`src/rtl/count_neighbors.sv`:
```
// Scans the mine board after placement and writes each cell's adjacent-mine count (0..8).
// Optional MINE_MARK_EN: cells that hold a mine are written as 9 instead of their count.
module count_neighbors #(
    parameter int unsigned BoardWidth  = 8,
    parameter int unsigned BoardHeight = 8
) (
    input  logic                                        i_clk,
    input  logic                                        i_rst_n,
    input  logic                                        i_start,
    input  logic                                        i_ack,
    output logic [((BoardWidth > 1) ? $clog2(BoardWidth) : 1)-1:0]   o_read_x,
    output logic [((BoardHeight > 1) ? $clog2(BoardHeight) : 1)-1:0] o_read_y,
    input  logic                                        i_mine_board_read_value,
    output logic [((BoardWidth > 1) ? $clog2(BoardWidth) : 1)-1:0]   o_write_x,
    output logic [((BoardHeight > 1) ? $clog2(BoardHeight) : 1)-1:0] o_write_y,
    output logic [3:0]                                  o_count_value,
    output logic                                        o_count_write_en,
    output logic [$clog2(BoardWidth * BoardHeight):0]   o_mine_total,
    output logic                                        o_init,
    output logic                                        o_scan,
    output logic                                        o_write,
    output logic                                        o_done
);

    localparam int unsigned XW  = (BoardWidth > 1) ? $clog2(BoardWidth) : 1;
    localparam int unsigned YW  = (BoardHeight > 1) ? $clog2(BoardHeight) : 1;
    localparam int unsigned MTW = $clog2(BoardWidth * BoardHeight) + 1;

    localparam logic signed [XW+1:0] XMax = (XW + 2)'(BoardWidth - 1);
    localparam logic signed [YW+1:0] YMax = (YW + 2)'(BoardHeight - 1);
    localparam logic [XW-1:0] XLast = XW'(BoardWidth - 1);
    localparam logic [YW-1:0] YLast = YW'(BoardHeight - 1);

    typedef enum logic [1:0] {StInit, StScan, StWrite, StDone} state_e;

    state_e           r_state;
    logic [XW-1:0]    r_cx;
    logic [YW-1:0]    r_cy;
    logic [3:0]       r_k;
    logic [3:0]       r_acc;
    logic             r_is_mine;
    logic [MTW-1:0]   r_mine_total;
    logic [XW-1:0]    r_write_x;
    logic [YW-1:0]    r_write_y;
    logic [3:0]       r_count_value;
    logic             r_count_write_en;

    logic signed [1:0]    w_dx;
    logic signed [1:0]    w_dy;
    logic signed [XW+1:0] w_nx;
    logic signed [YW+1:0] w_ny;
    logic                 w_in;
    logic                 w_centre;
    logic [3:0]           w_acc_next;
    logic [3:0]           w_cell_value;
    logic                 w_last_x;
    logic                 w_last_y;

    // Neighbour index k walks the 3x3 window row by row; k=4 is the centre.
    always_comb begin
        w_dx = 2'sb00;
        w_dy = 2'sb00;
        case (r_k)
            4'd0:    begin w_dx = 2'sb11; w_dy = 2'sb11; end
            4'd1:    begin w_dx = 2'sb00; w_dy = 2'sb11; end
            4'd2:    begin w_dx = 2'sb01; w_dy = 2'sb11; end
            4'd3:    begin w_dx = 2'sb11; w_dy = 2'sb00; end
            4'd4:    begin w_dx = 2'sb00; w_dy = 2'sb00; end
            4'd5:    begin w_dx = 2'sb01; w_dy = 2'sb00; end
            4'd6:    begin w_dx = 2'sb11; w_dy = 2'sb01; end
            4'd7:    begin w_dx = 2'sb00; w_dy = 2'sb01; end
            4'd8:    begin w_dx = 2'sb01; w_dy = 2'sb01; end
            default: begin w_dx = 2'sb00; w_dy = 2'sb00; end
        endcase
    end

    // Widened signed sums so that -1 and W are both visible as out of range.
    assign w_nx = $signed({2'b00, r_cx}) + $signed({{XW{w_dx[1]}}, w_dx});
    assign w_ny = $signed({2'b00, r_cy}) + $signed({{YW{w_dy[1]}}, w_dy});
    assign w_in = !w_nx[XW+1] && (w_nx <= XMax) && !w_ny[YW+1] && (w_ny <= YMax);

    assign o_read_x = w_in ? w_nx[XW-1:0] : r_cx;
    assign o_read_y = w_in ? w_ny[YW-1:0] : r_cy;

    assign w_centre   = (r_k == 4'd4);
    assign w_acc_next = r_acc + {3'b000, (w_in && !w_centre && i_mine_board_read_value)};
    assign w_last_x   = (r_cx == XLast);
    assign w_last_y   = (r_cy == YLast);

`ifdef MINE_MARK_EN
    assign w_cell_value = r_is_mine ? 4'd9 : w_acc_next;
`else
    assign w_cell_value = w_acc_next;
`endif

    always_ff @(posedge i_clk or negedge i_rst_n) begin
        if (!i_rst_n) begin
            r_state          <= StInit;
            r_cx             <= '0;
            r_cy             <= '0;
            r_k              <= '0;
            r_acc            <= '0;
            r_is_mine        <= 1'b0;
            r_mine_total     <= '0;
            r_write_x        <= '0;
            r_write_y        <= '0;
            r_count_value    <= '0;
            r_count_write_en <= 1'b0;
        end else begin
            r_count_write_en <= 1'b0;
            case (r_state)
                StInit: begin
                    r_cx         <= '0;
                    r_cy         <= '0;
                    r_k          <= '0;
                    r_acc        <= '0;
                    r_is_mine    <= 1'b0;
                    r_mine_total <= '0;
                    if (i_start) begin
                        r_state <= StScan;
                    end
                end
                StScan: begin
                    r_acc <= w_acc_next;
                    if (w_centre) begin
                        r_mine_total <= r_mine_total + MTW'(i_mine_board_read_value);
                        r_is_mine    <= i_mine_board_read_value;
                    end
                    if (r_k == 4'd8) begin
                        r_state          <= StWrite;
                        r_count_write_en <= 1'b1;
                        r_write_x        <= r_cx;
                        r_write_y        <= r_cy;
                        r_count_value    <= w_cell_value;
                    end else begin
                        r_k <= r_k + 4'd1;
                    end
                end
                StWrite: begin
                    r_acc <= '0;
                    r_k   <= '0;
                    if (w_last_x) begin
                        r_cx <= '0;
                        r_cy <= w_last_y ? '0 : r_cy + YW'(1);
                    end else begin
                        r_cx <= r_cx + XW'(1);
                    end
                    r_state <= (w_last_x && w_last_y) ? StDone : StScan;
                end
                StDone: begin
                    if (i_ack) begin
                        r_state <= StInit;
                    end
                end
                default: r_state <= StInit;
            endcase
        end
    end

    assign o_write_x        = r_write_x;
    assign o_write_y        = r_write_y;
    assign o_count_value    = r_count_value;
    assign o_count_write_en = r_count_write_en;
    assign o_mine_total     = r_mine_total;
    assign o_init           = (r_state == StInit);
    assign o_scan           = (r_state == StScan);
    assign o_write          = (r_state == StWrite);
    assign o_done           = (r_state == StDone);

endmodule
```
`config.mk`:
```
export PLATFORM = sky130hd
export DESIGN_NAME = count_neighbors
export DESIGN_NICKNAME = d
export VERILOG_FILES = /design/src/rtl/count_neighbors.sv
export SDC_FILE = /design/constraint.sdc
export NUM_CORES = 1
export LEC_CHECK = 0
export CORE_MARGIN = 5
export CORE_UTILIZATION = 40
export DETAILED_ROUTE_END_ITERATION = 16
export PLACE_DENSITY_LB_ADDON = 0.25
export SETUP_SLACK_MARGIN = 0.15
export SYNTH_ARGS = -nofsm -noshare
export SYNTH_HDL_FRONTEND = slang
export SYNTH_SLANG_ARGS = --single-unit
```
`constraint.sdc`:
```
create_clock -name i_clk -period 3.66 [get_ports i_clk]
set_clock_uncertainty 0.15 [all_clocks]
set_input_delay 0.732 -clock i_clk [delete_from_list [all_inputs] [get_ports i_clk]]
set_output_delay 0.732 -clock i_clk [all_outputs]
set_load 0.02 [all_outputs]
```
After elaboration in Yosys (flattened, before gate mapping)

Memory sizes are Yosys's and may differ from the RTL's.
Index checks and enable logic that the tools add are counted.

Bits in registers: 34
Bits in read-only memories: 64
Memories kept: 1

Reduce and logical (&&, ||, !) cells: 19
Add/sub/neg operators: 7
Eq/ne operators: 13
Order comparisons: 2
Mux-type cells: 19

Memory list:

| name             | depth | width | read ports | clocked after Yosys merged registers in | write ports | RTL line | source |
|---|---|---|---|---|---|---|---|
| (name not given) | 16    | 4     | 1          | 0                                       | 0           | 63       | `case (r_k)` |

Operators by type and width:

| kind                  | number |
|---|---|
| $pmux W4 S2           | 2 |
| $mux W3               | 5 |
| $pmux W7 S2           | 1 |
| $pmux W3 S2           | 2 |
| $add A4 B2 Y5         | 2 |
| $le A5 B4 Y1 const B  | 2 |
| $mux W2               | 4 |
| $pmux W2 S4           | 1 |
| $reduce_and A2 Y1     | 4 |
| $add A7 B1 Y7         | 1 |
| $mux W7               | 1 |
| $add A3 B1 Y3 const B | 2 |
| $eq A3 B3 Y1 const B  | 2 |
| $logic_and A1 B1 Y1   | 6 |
| $ne A2 B1 Y1 const B  | 3 |
| $ne A2 B2 Y1 const B  | 3 |
| $reduce_bool A2 Y1    | 3 |
| $add A4 B1 Y4         | 1 |
| $add A4 B1 Y4 const B | 1 |
| $eq A2 B2 Y1 const B  | 2 |
| $eq A4 B3 Y1 const B  | 1 |
| $eq A4 B4 Y1 const B  | 1 |
| $mux W4               | 1 |
| $logic_not A1 Y1      | 3 |
| other kinds (5)       | 6 |

Longest topological paths before layout

Gate-level depths: netlist of the first run.
An unclocked memory read counts as a cell.

Depth after elaboration: 10
Gate-level depth with buffers: 16

Least setup slack after synthesis of the first run

Ideal clock, no wire load.

Kind: reg2out
Start point: register r_k[2]
End point: output o_read_y[2] in the netlist's numbering
Stages on the path, launching flop included: 12
Arrival time: 2.842 ns
Path buffers: 1
Slack: -0.064 ns
Data required time: 2.778 ns
Cells stage by stage: dfrtp_1 -> clkbuf_1 -> inv_1 -> ha_1 -> a21oi_1 -> o21ai_0 -> ha_1 -> fa_1 -> a21oi_1 -> o211ai_1 -> a221oi_4 -> mux2i_1

Word-level cells in the longest chain between the ends: 7
Elaborated cells on any way between the ends: 11

RTL lines:

| item                                                    | RTL line | source |
|---|---|---|
| from (decl)                                             | 39       | `logic [3:0] r_k;` |
| from (signal assigned)                                  | 136      | `r_k <= r_k + 4'd1;` |
| $mem_v2 Z16 W4 (*)                                      | -        |  |
| $add A4 B2 Y5                                           | 78       | `assign w_nx = $signed({2'b00, r_cx}) + $signed({{XW{w_dx[1]}}, w_dx});` |
| $le A5 B4 Y1 / $logic_not A1 Y1 (equally long branches) | 80       | `assign w_in = !w_nx[XW+1] && (w_nx <= XMax) && !w_ny[YW+1] && (w_ny <= YMax);` |
| $logic_and A1 B1 Y1 (3 in a row)                        | 80       |  |
| $mux W3 (*)                                             | 83       | `assign o_read_y = w_in ? w_ny[YW-1:0] : r_cy;` |
| to (decl)                                               | 12       | `output logic [((BoardHeight > 1) ? $clog2(BoardHeight) : 1)-1:0] o_read_y,` |

Mark *: on every way between the ends. The rest lies on a longest branch, timed or not.

Final worst setup path of the first run

Start point: register r_k[1]
End point: output o_read_x[0] in the netlist's numbering

Word-level cells in the longest chain between the ends: 7
Elaborated cells on any way between the ends: 11

RTL lines:

| item                                                    | RTL line | source |
|---|---|---|
| $mem_v2 Z16 W4 (*)                                      | -        |  |
| $add A4 B2 Y5                                           | 78       |  |
| $le A5 B4 Y1 / $logic_not A1 Y1 (equally long branches) | 80       |  |
| $logic_and A1 B1 Y1 (3 in a row)                        | 80       |  |
| $mux W3 (*)                                             | 82       | `assign o_read_x = w_in ? w_nx[XW-1:0] : r_cx;` |
| to (decl)                                               | 11       | `output logic [((BoardWidth > 1) ? $clog2(BoardWidth) : 1)-1:0] o_read_x,` |

Marked as above.

==> results of run 1 <==
## what timing repair did
action,4_1_cts,5_1_grt
gates resized for setup,51,10
setup buffers,5,3
pin swaps,11,14
setup endpoints to repair,9,14
hold endpoints to repair,0,0
## cell families (layout without fill, tap and decap cells)
family                     Yosys count  count (layout)  synth area share [%]
and+or+nand+nor                     56              56                  14.9
AOI/OAI and AO/OA                   44              44                  14.4
DFF                                 34              34                  40.7
buffers and inverters               22              87                  4.37
adders and majority gates           20              20                  12.3
muxes                               20              20                  10.3
xor gates and xnor gates             7               7                  2.94
## registers in the layout, indices dropped and copies added, names as in the netlist, 2 cells and up
name	count
o_count_value	4
o_mine_total	7
r_acc	4
r_cx	3
r_k	4
o_write_y	3
o_write_x	3
r_cy	3
r_state	2
## stage by stage
| stage | total power [mW] | worst slack [ns] |
|---|---|---|
| after floorplan | 1.29 | 0.151 |
| after global placement | 1.81 | -0.355 |
| after detailed placement | 1.83 | -0.470 |
| after CTS | 2.30 | -0.414 |
| after global routing | 2.55 | -0.496 |
| final | 2.37 | -0.311 |
## cells in the final DEF, fill, tap and decap left out, types with 2 or more instances in the layout
master and instances:
a21oi_1 6, a21oi_2 3, a22o_1 2, a31oi_1 2, and2_1 5, and3_4 3, buf_4 31, buf_6 9
clkbuf_8 6, clkdlybuf4s50_1 26, dfrtp_1 34, ha_1 13, ha_2 3, ha_4 3, inv_1 11, inv_2 2
mux2_2 6, mux2_4 6, mux2i_1 7, nand2_1 14, nand2b_1 5, nand2b_4 2, nand3_1 3, nand3b_1 3
nor2_1 7, nor2b_1 4, o21ai_0 13, o21ai_1 2, o2bb2ai_1 2, or3_1 3, xnor2_1 3, xor2_1 3
## cell usage after synthesis (2+ instances only)
cell	count	area (um^2)
mux2i_1	8	80.1
nand2b_1	6	37.5
mux2_2	12	135
nand3b_1	3	22.5
dfrtp_1	34	851
xor2_1	3	26.3
a31oi_1	2	12.5
o21ai_0	15	75.1
and3_2	2	15.0
a21oi_1	9	45.0
and3_1	2	12.5
xnor2_1	4	35.0
ha_1	19	238
nor2b_1	4	25.0
clkbuf_1	7	26.3
inv_1	13	48.8
nor2_1	7	26.3
and2_1	5	31.3
a22o_1	2	17.5
nand2_1	14	52.6
a21boi_0	2	15.0
or3_1	3	18.8
nand3_1	4	20.0
o2bb2ai_1	2	17.5
## critical path, stage by stage (launching register included)
cell	delay, ns
dfrtp_1	0.38
ha_2	0.19
inv_2	0.04
ha_4	0.15
a21oi_2	0.09
o21ai_1	0.07
ha_2	0.19
fa_2	0.37
a21oi_2	0.14
o211ai_1	0.20
a221oi_4	0.40
buf_12	0.17
mux2_4	0.30
buf_6	0.13
## how the worst max path moves through the flow
stage | end | slack, ns | depth (start not counted)
6_report | o_read_x[0] | -0.31 | 13
3_5_place_dp | o_read_x[0] | -0.47 | 13
5_1_grt | o_read_x[0] | -0.50 | 13
2_1_floorplan | o_read_x[0] | 0.15 | 11
4_1_cts | o_read_x[0] | -0.41 | 13
3_3_place_gp | o_read_y[0] | -0.36 | 13
## area by class of cell
cell class	instances	area share, %
flip-flops and latches	34	28.2
well taps	70	2.91
inverters	13	1.62
repair buffers	67	20.4
multi-input cells	147	43.1
clock inverters	1	0.997
clock buffers	6	2.74
## routing by layer
| layer | share of wire, % | global-route usage (%) | vias up |
|---|---|---|---|
| met1 | 48 | 21.9 | 825 |
| met5 | 0 | 0 | - |
| met4 | 0.51 | 2.66 | 0 |
| met3 | 2.6 | 2.82 | 4 |
| li1 | - | - | 846 |
| met2 | 49 | 24.6 | 28 |
## report_power, final
part           switching (mW)  leakage (nW)  total (mW)  internal, mW
clock                   0.126        0.0573       0.344         0.218
combinational           0.675         0.864        1.49         0.816
sequential             0.0782         0.454       0.533         0.455
==> impl_metrics.toml, run 1 <==
[finish]
syn_to_final_growth_pct = 44.3
drive_gt1_share_pct = 31.3
diodes = 0
nNetsFinal = 293
final_core_util_pct = 59.4
final_cell_area_um2 = 3010
multi_input_area_um2 = 1300
nFillCells = 468
fin_cells = 338
regArea_um2 = 851

[worst_setup_path]
criticalPathCategory = "flip-flop to output pin"
cp_max_fo = 5
cp-start-kind = "flip-flop"
worstPathArrival_ns = 3.09
reg2reg_slack_ns = 0.01
startpoint = "r_k[1]$_DFFE_PN0P_"
r2r-end = "r_acc[2]$_DFFE_PN0P_"
reg2regPathDepth = 19
worst_setup_path_end_kind = "output pin"
cp.required_ns = 2.78
r2r_start = "r_k[1]$_DFFE_PN0P_"

[worst_hold_path]
holdPathEnd = "o_mine_total[6]$_DFFE_PN0P_"
hold_path_class = "flip-flop to flip-flop"
hold-path-cell-count = 1
min-delay-start = "o_mine_total[6]$_DFFE_PN0P_"

[sta]
hold-worst-slack_ns = 0.327
fin_ws_ns = -0.311
relSlewSlack_pct = 61.8
setup_viol = 6
rsz0062_at_grt = "yes"
post-route-period-util_pct = 109
layout_min_cycle_time_ns = 3.97
slew_violations = 0
setup_tns_ns = -1.52
hold_viol_final = 0
worstMarginPinSlew_ns = 0.574
timing.fmax_ghz = 0.252

[yosys]
ys.flop_type = "dfrtp_1"
ys_warn_count = 0
synth_fp_nets = 228
synth_edf_count = 0
async_flop_share_pct = 100
ys_types = 45
synth_cells = 203
netlist_area_um2 = 2090
avgSynthCellArea_um2 = 10.3
ys_seq_area_share_pct = 40.7
synth_seq_cells = 34

[clock_tree]
h-tree-depth = 2
clkTransAtPathRegs_ns = 0.06
cts_max_path_buffers = 2
hold_buffers = 0
clockRootBuffer = "clkbuf_8"
cts_num_sinks = 34
insertion_delay_ns = 0.27
numCtsBuffers = 5
cts_tree = "yes"

[global_route]
grt_max_degree = 35
grt_pass1_wl_mm = 8.14
grt_pass1_vias = 1714
grt_use_total_pct = 15.4
grt.overflow.total = 0
antenna_found_initial = 0

[detailed_routing]
drc = 0
vias = 1703
wl_per_cell_um = 14.4
antenna_left = 0
firstDrtPassIters = 4
drt-total-wl_mm = 4.86
initialDrtViolationCount = 44
viasPerCell = 5.04

[floorplanning]
core-area_um2 = 5070
dieArea_um2 = 6770
die_w_um = 82.3
initial_core_util_pct = 41.1
die_h_um = 82.3
num_io_pins = 33
rows = 26

[power_and_ir_drop]
vdd_ir_drop_max_mv = 0.452
p_per_area_nw_per_um2 = 786
leakagePower_nw = 1.38

[status]
status = "complete, but fails checks"
violations = "setup timing"

[place]
placed_area_um2 = 2720
io_buffers = 32
post-dp-hpwl_mm = 3.46
placed_cells = 323
place_congestion = 0.872

[flow_run]
maxCapViolCount = 0
Note: power is estimated with default switching activity, not from simulation.
==> run 2, diff against run 1 <==
--- a/config.mk
+++ b/config.mk
@@ -5,10 +5,10 @@
 export SDC_FILE = /design/constraint.sdc
 export NUM_CORES = 1
 export LEC_CHECK = 0
-export CORE_MARGIN = 5
-export CORE_UTILIZATION = 40
+export CORE_MARGIN = 2
+export CORE_UTILIZATION = 48
 export DETAILED_ROUTE_END_ITERATION = 16
-export PLACE_DENSITY_LB_ADDON = 0.25
+export PLACE_DENSITY = 0.75
 export SETUP_SLACK_MARGIN = 0.15
 export SYNTH_ARGS = -nofsm -noshare
 export SYNTH_HDL_FRONTEND = slang
==> impl_metrics.toml, run 2 (synthesis results as in run 1) <==
[status]
status = "complete, but fails checks"
violations = "setup timing"

[flow_run]
maxCapViolCount = 0

[detailed_routing]
drc = 0
vias = 1687
drt-total-wl_mm = 4.50
viasPerCell = 5.36
antenna_left = 0
initialDrtViolationCount = 62
firstDrtPassIters = 4
wl_per_cell_um = 14.3

[place]
placed_area_um2 = 2700
place_congestion = 0.810
post-dp-hpwl_mm = 3.20
place_ws_ns = -0.428
io_buffers = 32

[clock_tree]
insertion_delay_ns = 0.29
hold_buffers = 0
clkTransAtPathRegs_ns = 0.07
cts_num_sinks = 34
cts_max_path_buffers = 2
h-tree-depth = 2
clockRootBuffer = "clkbuf_8"
numCtsBuffers = 5
cts_tree = "yes"

[power_and_ir_drop]
power_mw = 2.22
p_clk_share_pct = 15.9
sw_frac_of_total_pct = 37.7
p_per_area_nw_per_um2 = 766
power_frac_seq_pct = 24.1
vdd_ir_drop_max_mv = 0.479
switchingPower_mw = 0.837
comb_power_share_pct = 60.0
internal_power_mw = 1.38
leakagePower_nw = 1.35

[global_route]
grt_pass1_vias = 1645
grt_max_degree = 35
grt_pass1_wl_mm = 7.67
grt_use_total_pct = 19.5
antenna_found_initial = 0
grt.overflow.total = 0

[worst_setup_path]
cp.required_ns = 2.78
cp_max_fo = 6
cp-start-kind = "flip-flop"
worst_setup_path_end_kind = "output pin"
worstPathArrival_ns = 3.14
criticalPathCategory = "flip-flop to output pin"

[sta]
setup_viol = 6
timing.fmax_ghz = 0.249
relSlewSlack_pct = 58.3
hold_viol_final = 0
fin_ws_ns = -0.358
slew_violations = 0
rsz0062_at_grt = "yes"
worstMarginPinSlew_ns = 0.624
hold-worst-slack_ns = 0.340
post-route-period-util_pct = 110
layout_min_cycle_time_ns = 4.02

[finish]
final_core_util_pct = 70.9
final_cell_area_um2 = 2900
most-common-layout-cells = "dfrtp_1, buf_4, clkdlybuf4s50_1"
regArea_um2 = 851
multi_input_area_um2 = 1240
final_common_cell = "dfrtp_1"
syn_to_final_growth_pct = 38.8
diodes = 0
nFillCells = 308
drive_gt1_share_pct = 28.3
largest_reg_flops = 7
nNetsFinal = 290

[floorplanning]
num_io_pins = 33
dieArea_um2 = 4890
die_w_um = 70.0
core-area_um2 = 4090
initial_core_util_pct = 51.1
rows = 23
die_h_um = 70.0

[worst_hold_path]
hold_path_class = "flip-flop to flip-flop"
run 2: worst paths after layout:
check / startpoint / to / slack [ns] / depth (start not counted)
setup / recovery: r_k[1]$_DFFE_PN0P_ / o_read_y[1] / -0.36 / 13
hold / removal: o_mine_total[6]$_DFFE_PN0P_ / o_mine_total[6]$_DFFE_PN0P_ / 0.34 / 1
setup reg to reg: r_k[1]$_DFFE_PN0P_ / o_count_value[1]$_DFFE_PN0P_ / 0.09 / 15
hold reg to reg: o_mine_total[6]$_DFFE_PN0P_ / o_mine_total[6]$_DFFE_PN0P_ / 0.34 / 1
max in group asynchronous: i_rst_n / o_mine_total[6]$_DFFE_PN0P_ / 2.35 / 2
min in group asynchronous: i_rst_n / o_count_value[2]$_DFFE_PN0P_ / 0.69 / 2
run 2: per-layer routing:
layer  vias up  part of all wire (%)  global-route usage [%]
met2        35                    47                    31.9
met5         -                     0                       0
met3         8                   4.0                    5.05
li1        839                     -                       -
met1       805                    48                    25.2
met4         0                   1.4                    6.41
run 2: metrics by stage:
| step | setup TNS [ns] | std cells |
|---|---|---|
| 2_1_floorplan | 0 | 203 |
| 3_3_place_gp | -1.92 | 303 |
| 3_5_place_dp | -2.40 | 303 |
| 4_1_cts | -2.29 | 314 |
| 5_1_grt | -2.94 | 315 |
| 6_report | -1.80 | 315 |
run 2: cell type report:
class / count / area share, %
multi-input combinational: 147 / 42.9
sequential: 34 / 29.3
timing repair buffer: 64 / 20.0
clock buffer: 6 / 2.85
tap: 50 / 2.16
inverter: 13 / 1.68
clock inverter: 1 / 1.04
run 2: power groups by stage:
stage          sequential (mW)  combinational (mW)  clock (mW)
3_3_place_gp             0.532                1.26           0
4_1_cts                  0.532                1.34       0.357
5_1_grt                  0.545                1.45       0.375
2_1_floorplan            0.550               0.741           0
6_report                 0.535                1.33       0.353
3_5_place_dp             0.534                1.27           0
run 2: worst max-delay path, cell delays in order (launching register included):
cell      delay, ns
dfrtp_1        0.40
ha_2           0.20
inv_2          0.04
ha_4           0.15
a21oi_2        0.09
o21ai_1        0.09
ha_2           0.19
fa_2           0.36
a21oi_2        0.12
o211ai_1       0.22
a221oi_4       0.39
buf_12         0.17
mux2_4         0.30
buf_6          0.13
run 2: timing repair:
| action | CTS | global route |
|---|---|---|
| setup buffers | 4 | 1 |
| gates cloned | 0 | 0 |
| pin swaps | 9 | 6 |
| setup endpoints to repair | 9 | 13 |
| gates resized for setup | 45 | 1 |
